`src/rtl/imem_pkg.sv`:
```
// Shared definitions for the instruction-memory loader.
// Optional feature macro: IMEM_LOADER_CHECKSUM_EN adds the CHK state.
package imem_pkg;

    localparam int DEFAULT_ADDR_WIDTH = 10;
    localparam int DEFAULT_OFFSET     = 512;

    typedef enum logic [2:0] {
        IDLE = 3'd0,
        LEN0 = 3'd1,
        LEN1 = 3'd2,
        LOAD = 3'd3,
`ifdef IMEM_LOADER_CHECKSUM_EN
        CHK  = 3'd4,
`endif
        FIN  = 3'd5
    } state_t;

    // Number of words the selected target region can hold.
    function automatic logic [31:0] region_capacity(
        input logic        unified,
        input logic        region_b,
        input int unsigned addr_width,
        input int unsigned offset
    );
        logic [31:0] full_v;
        full_v = 32'd1 << addr_width;
        if (unified) begin
            return full_v;
        end else if (region_b) begin
            return full_v - offset;
        end else begin
            return offset;
        end
    endfunction

endpackage

```
`src/rtl/imem_loader_byte_packer.sv`:
```
// Little-endian byte-to-word packer for the loader (module byte_packer).
// The first byte of a word ends up in bits [7:0]. The completed word is held
// until the next one completes, and word_valid pulses for one cycle after the
// fourth byte. Used by imem_loader with or without IMEM_LOADER_CHECKSUM_EN.
module byte_packer (
    input  logic        clk,
    input  logic        rst,
    input  logic        clr,
    input  logic        in_valid,
    input  logic [7:0]  in_byte,
    output logic        last,
    output logic [31:0] word,
    output logic        word_valid
);

    logic [23:0] shift_r;
    logic [1:0]  cnt_r;
    logic [31:0] word_r;
    logic        word_valid_r;

    assign last       = (cnt_r == 2'd3);
    assign word       = word_r;
    assign word_valid = word_valid_r;

    // Shift in bytes; the fourth byte completes and publishes the word.
    always_ff @(posedge clk or posedge rst) begin
        if (rst) begin
            shift_r      <= 24'd0;
            cnt_r        <= 2'd0;
            word_r       <= 32'd0;
            word_valid_r <= 1'b0;
        end else if (clr) begin
            shift_r      <= 24'd0;
            cnt_r        <= 2'd0;
            word_valid_r <= 1'b0;
        end else begin
            word_valid_r <= 1'b0;
            if (in_valid) begin
                cnt_r <= cnt_r + 2'd1;
                if (cnt_r == 2'd3) begin
                    word_r       <= {in_byte, shift_r};
                    word_valid_r <= 1'b1;
                    shift_r      <= 24'd0;
                end else begin
                    shift_r <= {in_byte, shift_r[23:8]};
                end
            end
        end
    end

endmodule

```
`src/rtl/imem_loader.sv`:
```
// Instruction-memory loader: receives a 16-bit word count followed by
// little-endian words on a byte stream and writes them into the unified
// memory or into split region A/B. Define IMEM_LOADER_CHECKSUM_EN to require
// a trailing 4-byte XOR checksum of the written words.
module imem_loader
    import imem_pkg::*;
#(
    parameter int ADDR_WIDTH = DEFAULT_ADDR_WIDTH,
    parameter int DATA_WIDTH = 32,
    parameter int OFFSET     = DEFAULT_OFFSET
) (
    input  logic                  clk,
    input  logic                  rst,
    input  logic                  mode,
    input  logic                  region,
    input  logic                  start,
    input  logic                  s_valid,
    input  logic [7:0]            s_data,
    output logic                  s_ready,
    output logic                  we,
    output logic [ADDR_WIDTH-1:0] waddr,
    output logic [DATA_WIDTH-1:0] wdata,
    output logic                  busy,
    output logic                  done,
    output logic                  error,
    output logic [15:0]           word_count
);

    state_t                state_r, state_s;
    logic                  mode_r, region_r;
    logic [7:0]            len_lo_r;
    logic [15:0]           len_r, len_s, wc_r;
    logic [ADDR_WIDTH-1:0] waddr_r, base_s;
    logic [31:0]           cap_s;
    logic                  s_ready_r, ready_s, busy_r, done_r, error_r;
    logic                  xfer_s, start_acc_s, len_bad_s, last_word_s;
    logic                  pk_last_s, pk_valid_s;
    logic [31:0]           pk_word_s;

    assign xfer_s      = s_valid && s_ready_r;
    assign start_acc_s = start && (state_r == IDLE);
    assign len_s       = {s_data, len_lo_r};
    assign cap_s       = region_capacity(mode_r, region_r, ADDR_WIDTH, OFFSET);
    assign len_bad_s   = ({16'd0, len_s} > cap_s);
    assign base_s      = (!mode_r && region_r) ? ADDR_WIDTH'(OFFSET) : {ADDR_WIDTH{1'b0}};
    assign last_word_s = ((wc_r + 16'd1) == len_r);

    byte_packer u_packer (
        .clk        (clk),
        .rst        (rst),
        .clr        (start_acc_s),
        .in_valid   (xfer_s && (state_r == LOAD)),
        .in_byte    (s_data),
        .last       (pk_last_s),
        .word       (pk_word_s),
        .word_valid (pk_valid_s)
    );

`ifdef IMEM_LOADER_CHECKSUM_EN
    logic        ck_last_s, ck_valid_s;
    logic [31:0] ck_word_s, xor_r;

    byte_packer u_ck_packer (
        .clk        (clk),
        .rst        (rst),
        .clr        (start_acc_s),
        .in_valid   (xfer_s && (state_r == CHK)),
        .in_byte    (s_data),
        .last       (ck_last_s),
        .word       (ck_word_s),
        .word_valid (ck_valid_s)
    );

    // Running XOR of every written word, restarted with each load.
    always_ff @(posedge clk or posedge rst) begin
        if (rst) begin
            xor_r <= 32'd0;
        end else if (start_acc_s) begin
            xor_r <= 32'd0;
        end else if (pk_valid_s) begin
            xor_r <= xor_r ^ pk_word_s;
        end
    end
`endif

    // State register.
    always_ff @(posedge clk or posedge rst) begin
        if (rst) begin
            state_r <= IDLE;
        end else begin
            state_r <= state_s;
        end
    end

    // Next-state decode and the stream-ready level for the next state.
    always_comb begin
        state_s = state_r;
        ready_s = 1'b0;
        case (state_r)
            IDLE: begin
                if (start) state_s = LEN0;
                else       state_s = IDLE;
            end
            LEN0: begin
                if (xfer_s) state_s = LEN1;
                else        state_s = LEN0;
            end
            LEN1: begin
                if (xfer_s && (len_bad_s || (len_s == 16'd0))) state_s = FIN;
                else if (xfer_s)                               state_s = LOAD;
                else                                           state_s = LEN1;
            end
            LOAD: begin
`ifdef IMEM_LOADER_CHECKSUM_EN
                if (xfer_s && pk_last_s && last_word_s) state_s = CHK;
                else                                    state_s = LOAD;
`else
                if (xfer_s && pk_last_s && last_word_s) state_s = FIN;
                else                                    state_s = LOAD;
`endif
            end
`ifdef IMEM_LOADER_CHECKSUM_EN
            CHK: begin
                if (xfer_s && ck_last_s) state_s = FIN;
                else                     state_s = CHK;
            end
`endif
            FIN:     state_s = IDLE;
            default: state_s = IDLE;
        endcase
        case (state_s)
            LEN0, LEN1, LOAD: ready_s = 1'b1;
`ifdef IMEM_LOADER_CHECKSUM_EN
            CHK:              ready_s = 1'b1;
`endif
            default:          ready_s = 1'b0;
        endcase
    end

    // Datapath: length capture, write addressing, status flags.
    always_ff @(posedge clk or posedge rst) begin
        if (rst) begin
            mode_r    <= 1'b0;
            region_r  <= 1'b0;
            len_lo_r  <= 8'd0;
            len_r     <= 16'd0;
            wc_r      <= 16'd0;
            waddr_r   <= {ADDR_WIDTH{1'b0}};
            s_ready_r <= 1'b0;
            busy_r    <= 1'b0;
            done_r    <= 1'b0;
            error_r   <= 1'b0;
        end else begin
            s_ready_r <= ready_s;
            busy_r    <= (state_s != IDLE);
            done_r    <= (state_r == FIN);
            if (start_acc_s) begin
                mode_r   <= mode;
                region_r <= region;
                error_r  <= 1'b0;
                wc_r     <= 16'd0;
            end
            if ((state_r == LEN0) && xfer_s) begin
                len_lo_r <= s_data;
            end
            if ((state_r == LEN1) && xfer_s) begin
                len_r <= len_s;
                if (len_bad_s) error_r <= 1'b1;
            end
            // The address is fixed on the fourth byte so it is ready in the write cycle.
            if ((state_r == LOAD) && xfer_s && pk_last_s) begin
                waddr_r <= base_s + ADDR_WIDTH'(wc_r);
            end
            if (pk_valid_s) begin
                wc_r <= wc_r + 16'd1;
            end
`ifdef IMEM_LOADER_CHECKSUM_EN
            if (ck_valid_s && (ck_word_s != xor_r)) begin
                error_r <= 1'b1;
            end
`endif
        end
    end

    assign s_ready    = s_ready_r;
    assign we         = pk_valid_s;
    assign waddr      = waddr_r;
    assign wdata      = DATA_WIDTH'(pk_word_s);
    assign busy       = busy_r;
    assign done       = done_r;
    assign error      = error_r;
    assign word_count = wc_r;

endmodule

```
`config.mk`:
```
export PLATFORM = sky130hd
export DESIGN_NAME = imem_loader
export DESIGN_NICKNAME = d
export VERILOG_FILES = /design/src/rtl/imem_pkg.sv /design/src/rtl/imem_loader_byte_packer.sv /design/src/rtl/imem_loader.sv
export SDC_FILE = /design/constraint.sdc
export NUM_CORES = 1
export LEC_CHECK = 0
export ABC_CLOCK_PERIOD_IN_PS = 3800
export CORE_MARGIN = 4
export CORE_UTILIZATION = 35
export DETAILED_ROUTE_END_ITERATION = 8
export GPL_TIMING_DRIVEN = 0
export PLACE_DENSITY = 0.59
export SYNTH_ARGS = -nofsm -noshare
export SYNTH_HDL_FRONTEND = slang
export SYNTH_SLANG_ARGS = --single-unit
```
`constraint.sdc`:
```
create_clock -name clk -period 3.8 [get_ports clk]
set_input_delay 0.57 -clock clk [delete_from_list [all_inputs] [get_ports clk]]
set_output_delay 0.57 -clock clk [all_outputs]
set_load 0.1 [all_outputs]
```
==> metrics <==
status finished clean; most frequent cell after synthesis dfrtp_1; area leader, netlist dfrtp_1; Post-synth top cells dfrtp_1, mux2_2, nand2_1; DP Wirelength about 9500 um; CTS resizes 0; clock skew 7.828 ps; vias in the first global route 3916; Synth cell types 60; CTS clk-pin slew, worst paths around 60 ps; fin nets about 560; FF+latch count, synth ~120; Setup TNS 0 ps; Tmin final roughly 2700 ps; top cell type's share of synthesized area 54.03%; RePlAce Congestion 0.8778; post-CTS setup buffer count 0; first-pass GRT wire length between 20000 and 25000 um; GR met1 Demand/Resource around a fifth; Leak approximately 0.0032 uW; routed via count around 3800; Core ar. approximately 0.015 mm2; non-filler instance count after layout approximately 760; Skew-Pair Late Insertion Delay 410 ps; Buf/Inv on CP 1; Synth Cell Area 0.005465 mm2; startpoint types flop; pins over their slew limit 0; router iterations before antenna repair 4; post-layout instance area between 0.007 and 0.008 mm2; H-tree levels 4; die area between 0.015 and 0.02 mm2; ratio of cells with drive above 1 in the final layout ~24%; Critical Path End Type output port; wire length per cell 17.19 um; Tightest Pin Transition 1026 ps; Avg Synthesized Cell Area about 12 um2; top cells by area, synth dfrtp_1, mux2_2, a22o_1; clock tree buffer depth 2; yosys warns 0; DIE WIDTH roughly 130 um; largest net degree at the start of global routing 74; max_cap viols 0; vias per cell slightly below 5; DP Area around 0.0065 mm2; CTS tree built; initial antenna violation count 0; Overall Global Routing Usage 15.48%; Crit path largest cell delay ~1200 ps; area grow syn2layout 31.89%; max-slew headroom at the worst pin about a third; count of final setup violators 0; dpl ws 1065 ps; placed cells 729; I/O pin count just under 80; RSZ-0062 raised after global routing false; ys async rst share between 90% and 100%; Syn Nets 459; Post-synth EDFFs 0; WL final ~13000 um; part of the cycle the worst path needs a little over 70%; # port buffers 76; register area share after synthesis a little over half; final worst slack 1068 ps; Routed Antenna Nets 0; Syn Inst Count around 440; gr busiest metal met2; CTS root buffer clkbuf_16; Hold Violations, Final 0; R2R setup slack approximately 1500 ps; hold buffer count at cts 0; CP Cell Sequence clkdlybuf4s50_1; fmax ~370 MHz; Top FF cell, synth dfrtp_1; effective utilization at floorplan a little over a third; Max Fanout on Critical Path 8; Worst Path Required roughly 3200 ps; DRC viols 0; met2 Use GR a little under a quarter; Peak VDD IR roughly 0.40 mV; HP Class reg2reg; cts bufs inserted 17; PD cells 817.2 mW/mm2; Fill cells around 1400; crit path DAT approximately 2200 ps; total grt overflow 0; Sequential cell area a little under 0.003 mm2; n_diodes 0; Util after Layout a little under half; Setup CP Type reg2out; Core Rows 45; CP max stage cell clkdlybuf4s50_1; Chip Height approximately 130 um; CTS sink cnt roughly 120; area of the multi-input gates between 0.002 and 0.0025 mm2; routing usage on met3 between 4 and 5%; DRT iter0 DRCs between 200 and 300; delay-heaviest family, CP buffers and inverters
## power by group
group	internal, uW	switching, uW
Clock	1250	591
Sequential	1650	303
Combinational	731	1360
## sequential cells by signal (all words and copies together) (netlist names)
signal               cells
u_packer.word           32
mode_r                   1
region_r                 1
waddr                   10
word_count              16
error                    1
len_lo_r                 8
done                     1
len_r                   16
s_ready                  1
state_r                  3
busy                     1
u_packer.cnt_r           2
u_packer.shift_r        24
u_packer.word_valid      1
## layout by cell type, fill, tap and decap left out, types with 3 or more instances in the layout
cell type,n
dfrtp_1,118
clkdlybuf4s50_1,76
mux2_2,59
nand2_1,32
a22o_1,26
xnor2_1,19
o21ai_0,18
clkbuf_16,17
nor2_1,13
a21oi_1,12
nand3_1,12
buf_2,11
inv_1,9
mux2i_1,8
nand4_1,8
xor2_1,7
clkbuf_1,6
buf_6,6
buf_4,6
bufinv_16,6
nor2b_1,5
and3_1,4
nor3_1,4
inv_6,4
ha_1,4
o31ai_1,3
nor4_1,3
or4_1,3
clkinvlp_4,3
## path summary, 6_finish.rpt
kind,startpoint,to,cells past startpoint
min,region_r,region_r,2
max,word_count[10],word_count[10],1
min in group asynchronous,rst,u_packer.word[0],2
max reg2reg,word_count[0],s_ready,7
min reg2reg,region_r,region_r,2
max in group asynchronous,rst,waddr[0],3
## area by class of cell
class / count / share of cell area, %
multi-input combinational: 284 / 31.70
clock buffer: 18 / 6.093
inverter: 10 / 0.5902
timing repair buffer: 77 / 10.94
tap: 211 / 3.663
sequential: 118 / 40.97
clock inverter: 14 / 3.420
buffer: 29 / 2.638
## layer usage
metal  routed length, um  part of all wire, %
met1                6114                   47
met2                6117                   47
met3                 645                  4.9
met4                 201                  1.5
met5                   0                    0
## worst register-to-register path, cell delays in order (launching register included)
cell	delay (ps)
dfrtp_1	400
ha_1	330
xor2_1	150
nor4_1	360
nand3_1	190
nor4_2	400
nand4_1	200
o211a_1	170
## kinds of logic (layout without fill, tap and decap cells)
| group | Yosys count | in the layout | synth area share, % |
|---|---|---|---|
| xor+xnor | 27 | 27 | 4.579 |
| mux | 69 | 69 | 14.03 |
| buf+inv | 39 | 148 | 4.167 |
| fa+ha+maj | 4 | 4 | 0.9158 |
| compound gates | 78 | 78 | 10.49 |
| simple gates | 106 | 106 | 11.79 |
| flops | 118 | 118 | 54.03 |
## metrics by stage
stage               total power (uW)  hold slack [ps]
finish                          5890            462.0
detailed placement              4071            456.4
floorplan                       3537            437.9
CTS                             5951            470.5
global route                    6166            505.7
global placement                4027            463.8
(Power assumes the default switching activity.)
